### src/rtl/add_share_arb.sv
// Round-robin sequencer sharing one 16-bit carry-look-ahead adder among three requesters.
// Build option: define ADD_SHARE_ARB_SAT_EN to saturate rsum on signed overflow.
module add_share_arb (
  input  logic        clk,
  input  logic        rst,
  input  logic [2:0]  req,
  input  logic [15:0] a0,
  input  logic [15:0] b0,
  input  logic [15:0] a1,
  input  logic [15:0] b1,
  input  logic [15:0] a2,
  input  logic [15:0] b2,
  input  logic [2:0]  sub,
  output logic [2:0]  gnt,
  output logic        rvalid,
  output logic [15:0] rsum,
  output logic        rovfl,
  output logic [1:0]  rid,
  input  logic        rack
);

  typedef enum logic [1:0] {IDLE, ADD, RESP} state_t;

  state_t             state_q;
  logic [1:0]         ptr_q;
  logic [1:0]         id_q;
  logic signed [15:0] opa_q;
  logic signed [15:0] opb_q;
  logic               cin_q;

  logic [1:0]         win_d;
  logic               win_vld_d;
  logic [15:0]        a_w_d;
  logic [15:0]        b_w_d;
  logic               s_w_d;
  logic signed [15:0] sum_d;
  logic               ovf_d;
  logic signed [15:0] res_d;

  function automatic logic [1:0] rr_idx(input logic [1:0] p, input logic [1:0] k);
    logic [2:0] s;
    s = {1'b0, p} + {1'b0, k};
    if (s >= 3'd3) s = s - 3'd3;
    return s[1:0];
  endfunction

  // Two-level adder: 4-bit groups ripple internally, group carries come from lookahead terms.
  function automatic logic [15:0] cla16(input logic [15:0] a, input logic [15:0] b,
                                        input logic cin);
    logic [15:0] g;
    logic [15:0] p;
    logic [15:0] c;
    logic [2:0]  gg;
    logic [2:0]  gp;
    g    = a & b;
    p    = a ^ b;
    c    = '0;
    c[0] = cin;
    for (int k = 0; k < 4; k++) begin
      for (int j = 0; j < 3; j++)
        c[4*k+j+1] = g[4*k+j] | (p[4*k+j] & c[4*k+j]);
      if (k < 3) begin
        gg[k] = g[4*k+3] | (p[4*k+3] & g[4*k+2]) | (p[4*k+3] & p[4*k+2] & g[4*k+1]) |
                (p[4*k+3] & p[4*k+2] & p[4*k+1] & g[4*k]);
        gp[k] = &p[4*k +: 4];
        c[4*k+4] = gg[k] | (gp[k] & c[4*k]);
      end
    end
    return p ^ c;
  endfunction

`ifdef ADD_SHARE_ARB_SAT_EN
  function automatic logic signed [15:0] sat16(input logic signed [15:0] s, input logic ovf,
                                               input logic a_msb);
    if (ovf) return a_msb ? 16'sh8000 : 16'sh7FFF;
    return s;
  endfunction
`endif

  // Winner: first set request scanning ptr, ptr+1, ptr+2 (mod 3).
  always_comb begin
    win_d     = ptr_q;
    win_vld_d = 1'b0;
    if (req[ptr_q]) begin
      win_d = ptr_q; win_vld_d = 1'b1;
    end else if (req[rr_idx(ptr_q, 2'd1)]) begin
      win_d = rr_idx(ptr_q, 2'd1); win_vld_d = 1'b1;
    end else if (req[rr_idx(ptr_q, 2'd2)]) begin
      win_d = rr_idx(ptr_q, 2'd2); win_vld_d = 1'b1;
    end
  end

  always_comb begin
    a_w_d = a2;
    b_w_d = b2;
    s_w_d = sub[2];
    case (win_d)
      2'd0: begin a_w_d = a0; b_w_d = b0; s_w_d = sub[0]; end
      2'd1: begin a_w_d = a1; b_w_d = b1; s_w_d = sub[1]; end
      default: ;
    endcase
  end

  // Overflow comes from operand/sum signs; opB is already inverted for subtraction.
  assign sum_d = cla16(opa_q, opb_q, cin_q);
  assign ovf_d = (opa_q[15] == opb_q[15]) && (sum_d[15] != opa_q[15]);
`ifdef ADD_SHARE_ARB_SAT_EN
  assign res_d = sat16(sum_d, ovf_d, opa_q[15]);
`else
  assign res_d = sum_d;
`endif

  always_ff @(posedge clk) begin
    if (rst) begin
      state_q <= IDLE;
      ptr_q   <= 2'd0;
      id_q    <= 2'd0;
      opa_q   <= '0;
      opb_q   <= '0;
      cin_q   <= 1'b0;
      gnt     <= 3'b000;
      rvalid  <= 1'b0;
      rsum    <= 16'h0000;
      rovfl   <= 1'b0;
      rid     <= 2'd0;
    end else begin
      case (state_q)
        IDLE: if (win_vld_d) begin
          opa_q   <= a_w_d;
          opb_q   <= s_w_d ? ~b_w_d : b_w_d;
          cin_q   <= s_w_d;
          id_q    <= win_d;
          gnt     <= 3'b001 << win_d;
          ptr_q   <= rr_idx(win_d, 2'd1);
          state_q <= ADD;
        end
        ADD: begin
          gnt     <= 3'b000;
          rsum    <= res_d;
          rovfl   <= ovf_d;
          rid     <= id_q;
          rvalid  <= 1'b1;
          state_q <= RESP;
        end
        RESP: if (rack) begin
          rvalid  <= 1'b0;
          state_q <= IDLE;
        end
        default: state_q <= IDLE;
      endcase
    end
  end

endmodule

### config.mk
export PLATFORM = sky130hd
export DESIGN_NAME = add_share_arb
export DESIGN_NICKNAME = d
export VERILOG_FILES = /design/src/rtl/add_share_arb.sv
export SDC_FILE = /design/constraint.sdc
export NUM_CORES = 1
export LEC_CHECK = 0
export BUFFER_PORTS_ARGS = -buffer_cell sky130_fd_sc_hd__buf_4
export CORE_MARGIN = 2
export CORE_UTILIZATION = 56
export CTS_BUF_LIST = sky130_fd_sc_hd__clkbuf_4 sky130_fd_sc_hd__clkbuf_8
export CTS_CLUSTER_DIAMETER = 40
export DETAILED_ROUTE_END_ITERATION = 8
export HOLD_SLACK_MARGIN = 0.02
export PLACE_DENSITY_LB_ADDON = 0.05
export SETUP_SLACK_MARGIN = 0.15
export SLEW_MARGIN = 40
export SYNTH_ARGS = -nofsm -noshare
export SYNTH_HDL_FRONTEND = slang
export SYNTH_SLANG_ARGS = --single-unit
export TNS_END_PERCENT = 5
### constraint.sdc
create_clock -name clk -period 7.1 [get_ports clk]
set_input_delay 1.775 -clock clk [delete_from_list [all_inputs] [get_ports clk]]
set_output_delay 1.775 -clock clk [all_outputs]
set_load 0.05 [all_outputs]
* Word level (Yosys, flattened, before mapping) *
Index checks and enable logic that the tools add are counted.

storage, ports and cells
  bits in registers = 62
  input bits = 105
  output and inout port bits = 23
  logic and storage cells = 130

operators by class
  add/subtract/negate cells = 6
  $lt $le $gt $ge = 6
  eq/ne operators = 7
  shift operators = 1
  mux-type cells = 29
  bitwise operators = 58
  reduce and logical (&&, ||, !) cells = 12

operator list
  operator                                                    count
  one-hot mux 16 bit (2 select lines)                         2
  bitwise XOR 16 bit                                          2
  bitwise AND 1 bit                                           30
  bitwise OR 1 bit                                            24
  two-way mux 2 bit                                           11
  two-way mux 16 bit                                          1
  inverter 16 bit                                             1
  bitwise AND 15 bit                                          1
  AND reduction 4 bit                                         3
  >= comparator 3 x 2 -> 1 bit, second input constant         3
  less-than comparator 2 x 3 -> 1 bit, second input constant  3
  AND reduction 2 bit                                         4
  two-way mux 1 bit                                           7
  adder 2 x 1 -> 3 bit, second input constant                 2
  binary-select mux 1 bit (select 2 bit)                      3
  one-hot mux 2 bit (3 select lines)                          1
  one-hot mux 3 bit (2 select lines)                          1
  subtractor 2 bit, second input constant                     3
  equality test 2 x 1 -> 1 bit, second input constant         2
  zero test 2 bit                                             2
  != test 2 bit, second input constant                        2
  one-hot mux 1 bit (2 select lines)                          2
  nonzero test 2 bit                                          2
  adder 2 x 2 -> 3 bit, second input constant                 1
  other kinds (6)                                             6

* Longest topological paths before layout *
Gate-level depths: netlist of run 1.

  depth in word-level cells = 19
  depth in mapped cells = 17
  depth with buffers taken out = 13

* Worst setup path before layout of run 1 *
Ideal clock, no wire load.

  kind = input-to-reg
  from = in req[1]
  to = reg opb_q[10]
  library setup time = 0.145 ns
  data arrival time = 3.749 ns
  required time = 6.955 ns
  path slack = 3.207 ns
  cell stages on the path = 13
  buffers on the path = 2
  cells stage by stage = nor2b_1 -> nor3_1 -> o31ai_1 -> a21oi_1 -> inv_1 -> ha_1 -> buf_2 -> nor2_1 -> nand2_1 -> nand2_2 -> buf_4 -> xor2_1 -> a211oi_2

between the ends
  word-level cells in the longest chain between the ends = 9
  elaborated cells between the ends (all ways) = 19
  those cells by class = eq/ne: 1; mux: 15; bitwise: 1; reduce/logical: 2

RTL lines
  what                                                                    line  text
  from (decl)                                                             6     input logic [2:0] req,
  binary-select mux 1 bit (select 2 bit)                                  88    end else if (req[rr_idx(ptr_q, 2'd2)]) begin
  two-way mux 1 bit (not written as such)                                 88
  two-way mux 2 bit                                                       88
  two-way mux 2 bit                                                       86    end else if (req[rr_idx(ptr_q, 2'd1)]) begin
  two-way mux 2 bit (*)                                                   84    if (req[ptr_q]) begin
  named net win_d[0]                                                      31    logic [1:0] win_d;
  equality test 2 x 1 -> 1 bit / zero test 2 bit (equally long branches)  97    case (win_d)
  one-hot mux 16 bit (2 select lines)                                     97
  inverter 16 bit                                                         130   opb_q <= s_w_d ? ~b_w_d : b_w_d;
  two-way mux 16 bit (*)                                                  130
  to (signal assigned)                                                    130
  to (decl)                                                               28    logic signed [15:0] opb_q;

The timed path passes the listed nets; every way through them passes the cells marked *. The select of a mux whose other input is x is not followed.
A chain may end at the register's enable or synchronous reset.

* Worst setup path after layout of run 1 *
  from = in req[1]
  to = reg opb_q[8]

Same word-level chain as after synthesis.

==> reports/qor.yml, run 1 <==
outcome:
  status: "finished clean"
sta:
  setup_tns_ps: 0
  fin_crit_ps: 4441
  slew_viol_final: 0
  finalCritPeriodShare: 0.6255
  fmaxAchievable_ghz: 0.2252
  rsz0062_at_grt: "false"
  finClkSkew_ps: 4.536
  relSlewSlack: 0.4783
  hold_viol: 0
  tightest_slew_ps: 782.5
  setup-violations-final: 0
critical_path:
  end_kind: "flop"
  crit_path_cell_trace: "buf_4, nor2b_1, nor3_1, o31ai_1, a21oi_1, inv_1, ha_1, buf_4, nor2_2, buf_4, nand2_1, nand2_2, xor2_1, a211oi_2"
  arrival_ps: 4620
  critPathMaxFanout: 35
  worstPathRequired_ps: 7280
  critPathBufInv: 4
  crit_type: "primary input to flop"
  startpoint_type: "primary input"
  crit_start: "req[1]"
  slowest_stage: "nand2_2"
  critPathTopFamily: "simple AND/OR/NAND/NOR gates"
  crit_path_max_incr_delay_ps: 370
  r2r_start: "ptr_q[0]"
  crit_top_cell: "buf_4"
hold_path:
  hold_start: "rsum[11]"
  hp-class: "flop to flop"
clock_network:
  cts_resized: 0
  cts_root_buf: "clkbuf_8"
  clock_sinks: 62
  cts_made_buffers: 9
  clk_pin_slew_ps: 70
  cts_tree: "built"
  ctsLongestPathBuffers: 2
  insertion_delay_ps: 330
  cts_setup_buffers: 0
  ctsHoldBuffers: 0
  htree_levels: 3
detailed_routing:
  drtIter0Drc: 135
  vias_per_cell: 5.504
  wl_per_cell_um: 14.39
  detail_route.first_pass.iterations: 4
  via_count: 3352
  wirelength_um: 8765
  ant_nets: 0
  drc: 0
pwr:
  peakVddDrop_mv: 0.7507
  clockPowerShare: 0.128
  power_density_mw_per_mm2: 538.1
  p_int_mw: 1.324
  seq_power_share: 0.233
  switching_share: 0.4878
  power_mw: 2.586
  switching_power_mw: 1.261
  combPwrFrac: 0.639
  leakagePower_nw: 2.176
logic_synthesis:
  ys_async_sr_fraction: 0
  synthCells: 420
  synth_nets: 554
  synth-edff-count: 0
  ys_seq_elements: 62
  yosys_warnings: 0
  ys.flop_type: "dfxtp_1"
  synth_cell_types: 39
  synth_area_mm2: 0.003680
  seq_area_frac_synth: 0.3373
  avgSynthCellArea_um2: 8.761
final_layout:
  fin_nets: 661
  final_cell_mix: "buf_4 (131), dfxtp_1 (62), nand2_1 (53), nor2_1 (42), a21oi_1 (41)"
  diodes: 0
  layout_commonest_cell: "buf_4"
  syn_to_final_growth_pct: 30.57
  drive_gt1_frac: 0.3120
die:
  die_w_um: 85.06
  die-area_mm2: 0.007235
  floorplan.die.height_um: 85.06
  ios: 128
  core_area_mm2: 0.006350
  rows: 29
  initial_core_util: 0.5795
place:
  port_buffers: 127
  post-dp-hpwl_um: 6362
  gp_congestion: 0.8453
global_routing:
  grt_pass1_vias: 3258
  grt_overflow: 0
  track_usage: 0.2515
  grt_first_pass_wirelength_um: 14790
  antenna_found_initial: 0
  grt_max_degree: 81
run:
  cap_violations: 0
path summary, 6_finish.rpt:
| kind | to | slack (ps) | cells past startpoint |
|---|---|---|---|
| setup / recovery | opb_q[8] | 2660 | 14 |
| setup reg to reg | opb_q[8] | 3160 | 15 |
| hold reg to reg | rsum[11] | 460 | 2 |
| hold / removal | rsum[11] | 460 | 2 |
layout make-up:
cell class / count / area (um^2)
Sequential cell: 62 / 1241
Multi-Input combinational cell: 305 / 2197
Fill cell: 501 / 1545
Clock buffer: 13 / 178.9
Inverter: 18 / 67.56
Tap cell: 77 / 96.34
Clock inverter: 3 / 40.04
Timing Repair Buffer: 131 / 983.4
logic make-up after synthesis:
family,synth area share
fa+ha+maj,0.1231
simple gates,0.1391
flops,0.3373
mux,0.01734
compound gates,0.2645
buf+inv,0.06868
xor+xnor,0.04998
registers in the layout, indices dropped and copies added (netlist names):
register,cells
rovfl,1
rid,2
opa_q,16
gnt,3
ptr_q,2
rsum,16
opb_q,16
state_q,2
rvalid,1
cin_q,1
id_q,2
synth_stat cells, types with 3 or more instances:
library cell  count  area share
fa_1             12       0.065
nor2b_1           7       0.012
ha_1             17       0.058
clkbuf_1         18       0.018
nand3b_1          5       0.010
nor2_1           43       0.044
xnor2_1           5       0.012
buf_4             3      0.0061
a22o_1           16       0.038
a211oi_1         13       0.027
xor2_1           16       0.038
a211oi_2         10       0.034
a21oi_1          41       0.056
buf_2            10       0.014
dfxtp_1          62        0.34
buf_6             4       0.012
inv_1            18       0.018
a21o_1            4      0.0082
nand2_1          53       0.054
mux2i_1           3      0.0082
o21ai_0           4      0.0054
a311oi_1         18       0.043
a22oi_1          18       0.037
per-layer routing:
layer  part of all wire  vias to the layer above  global-route usage  wire (um)
li1                   -                     1699                   -          -
met1               0.45                     1523              0.3385       3925
met2               0.48                      120              0.4126       4230
met3              0.056                       10             0.04280        495
met4              0.013                        0             0.08225        114
met5                  0                        -                   0          0
per-stage QoR:
stage / cell area, um^2 / hold WS (ps) / util / worst slack, ps / instances
floorplan: 3680 / 432.3 / - / 3207 / 420
global placement: 4581 / 446.1 / 0.7214 / 2597 / 593
detailed placement: 4586 / 448.5 / 0.7222 / 2429 / 593
CTS: 4805 / 458.3 / 0.7567 / 2682 / 609
global route: 4805 / 472.7 / 0.7567 / 2385 / 609
finish: 4805 / 456.1 / 0.7567 / 2659 / 609
worst register-to-register path, delay by kind of cell, from the launching register on:
kind / cells / cell delay, ps
AOI/OAI and AO/OA: 3 / 510
muxes: 1 / 250
DFF: 1 / 510
xor gates and xnor gates: 1 / 260
adders and majority gates: 2 / 640
buffers and inverters: 4 / 760
and+or+nand+nor: 4 / 860
power groups by stage:
stage,registers [mW],logic [mW],clock network (mW)
after floorplan,0.732,1.21,0
after CTS,0.603,1.66,0.334
after detailed placement,0.610,1.64,0
after global routing,0.620,1.84,0.349
after global placement,0.605,1.59,0
final,0.603,1.65,0.331
Power figures use the tool's default switching activity.
==> run 2, diff against run 1 <==
--- a/config.mk
+++ b/config.mk
@@ -7,7 +7,7 @@
 export LEC_CHECK = 0
 export BUFFER_PORTS_ARGS = -buffer_cell sky130_fd_sc_hd__buf_4
 export CORE_MARGIN = 2
-export CORE_UTILIZATION = 56
+export CORE_UTILIZATION = 47
 export CTS_BUF_LIST = sky130_fd_sc_hd__clkbuf_4 sky130_fd_sc_hd__clkbuf_8
 export CTS_CLUSTER_DIAMETER = 40
 export DETAILED_ROUTE_END_ITERATION = 8
==> constraint.sdc (replaced) <==
create_clock -name clk -period 3.93 [get_ports clk]
set_input_delay 0.9825 -clock clk [delete_from_list [all_inputs] [get_ports clk]]
set_output_delay 0.9825 -clock clk [all_outputs]
set_load 0.05 [all_outputs]
==> reports/qor.yml, run 2 (synthesis results as in run 1) <==
detailed_routing:
  wl_per_cell_um: 13.94
  vias_per_cell: 5.263
  ant_nets: 0
  drc: 0
  wirelength_um: 8863
  detail_route.first_pass.iterations: 4
  drtIter0Drc: 128
  via_count: 3347
die:
  core_area_mm2: 0.007647
  die_w_um: 92.49
  ios: 128
  rows: 32
  floorplan.die.height_um: 92.49
  initial_core_util: 0.4812
  die-area_mm2: 0.008553
pwr:
  combPwrFrac: 0.646
  seq_power_share: 0.233
  switching_share: 0.4858
  power_density_mw_per_mm2: 971.5
  p_int_mw: 2.422
  switching_power_mw: 2.288
  clockPowerShare: 0.121
  peakVddDrop_mv: 0.8437
  leakagePower_nw: 2.185
critical_path:
  arrival_ps: 3820
  reg2reg_to: "rsum[15]"
  r2r_start: "opa_q[0]"
  startpoint_type: "flop"
  crit_top_cell: "fa_1"
  critPathMaxFanout: 3
  end_kind: "flop"
  crit_type: "flop to flop"
  slowest_stage: "fa_1"
  worstPathRequired_ps: 4190
  r2r_cells: 13
  r2r_setup_slack_ps: 370
  crit_path_max_incr_delay_ps: 420
  crit_path_cell_trace: "ha_1, a21o_1, a21oi_1, o21ai_1, a221o_1, a211o_1, fa_1, fa_1, fa_1, xnor2_1, xnor2_1, nand2_1, a21oi_1"
sta:
  setup_tns_ps: 0
  tightest_slew_ps: 759.6
  finalCritPeriodShare: 0.9056
  hold_viol: 0
  fmaxAchievable_ghz: 0.2810
  relSlewSlack: 0.4936
  slew_viol_final: 0
  rsz0062_at_grt: "true"
  finClkSkew_ps: 7.265
  fin_crit_ps: 3559
  setup_slack_ps: 371.1
  setup-violations-final: 0
final_layout:
  reg.largest.list: "opa_q x16, opb_q x16, rsum x16"
  postLayoutCoreUtil: 0.6340
  layout_commonest_cell: "buf_4"
  diodes: 0
  stdcell_area_mm2: 0.004848
  drive_gt1_frac: 0.3146
  final-instance-count-excl-fill: 636
  final_cell_mix: "buf_4 (132), dfxtp_1 (62), nand2_1 (53), nor2_1 (42), a21oi_1 (41)"
  syn_to_final_growth_pct: 31.76
  fin_nets: 663
clock_network:
  ctsHoldBuffers: 0
  cts_made_buffers: 9
  insertion_delay_ps: 330
  ctsLongestPathBuffers: 2
  clock_sinks: 62
  cts_tree: "built"
  htree_levels: 3
  cts_root_buf: "clkbuf_8"
  clk_pin_slew_ps: 60
run:
  cap_violations: 0
global_routing:
  grt_overflow: 0
  grt_pass1_vias: 3050
  antenna_found_initial: 0
  grt_max_degree: 63
  grt_first_pass_wirelength_um: 14800
  track_usage: 0.2153
outcome:
  status: "finished clean"
place:
  port_buffers: 127
  gp_congestion: 0.7842
  dp_slack_ps: 335.1
  placed_cell_area_mm2: 0.004644
  post-dp-hpwl_um: 6758
  dp.cells: 620
hold_path:
  hold_start: "rsum[13]"
  hp-class: "flop to flop"
  hold_end: "rsum[13]"
  hold_path_depth: 2
-- run 2: layout make-up --
cell class	count	area (um^2)
Inverter	18	67.56
Clock inverter	4	45.04
Multi-Input combinational cell	305	2197
Clock buffer	12	158.9
Timing Repair Buffer	133	1011
Tap cell	102	127.6
Sequential cell	62	1241
Fill cell	697	2799
-- run 2: layer usage --
layer	routed length, um	up-vias	global-route usage
met5	0	-	0
met4	123	0	0.07836
met3	572	12	0.03336
met2	3904	121	0.3200
met1	4262	1506	0.3153
li1	-	1708	-
-- run 2: critical path, delay by kind of cell (launching register included) --
kind | cells | cell delay, ps
adder cells (fa/ha/maj) | 4 | 1490
AND/OR/NAND/NOR | 1 | 70
flip-flops | 1 | 330
AO/OA/AOI/OAI | 6 | 1290
XOR/XNOR | 2 | 310
-- run 2: worst max path at each step --
stage	from	endpoint	slack (ps)	depth (start not counted)
2_1_floorplan	opa_q[0]	rsum[15]	570	13
3_3_place_gp	opa_q[0]	rsum[15]	370	13
4_1_cts	opa_q[0]	rsum[15]	310	13
5_1_grt	ptr_q[0]	opb_q[4]	110	12
6_report	opa_q[0]	rsum[15]	370	13
3_5_place_dp	opa_q[0]	rsum[15]	340	13
-- run 2: through the flow --
step,power [mW],hold slack (ps)
final,4.710,456.2
after global routing,5.144,474.4
after CTS,4.741,457.2
after detailed placement,4.154,448.3
after global placement,4.113,443.7
after floorplan,3.501,432.3
-- run 2: repair_timing --
action                                  4_1_cts  5_1_grt
buffers inserted                              0        0
endpoints found under the setup margin        0        4
resized for setup                             0        1
-- run 2: power groups by stage --
stage / logic [mW] / registers, mW / clock network (mW)
finish: 3.04 / 1.10 / 0.569
global route: 3.41 / 1.13 / 0.609
CTS: 3.06 / 1.10 / 0.582
detailed placement: 3.04 / 1.11 / 0
global placement: 3.01 / 1.10 / 0
floorplan: 2.18 / 1.32 / 0
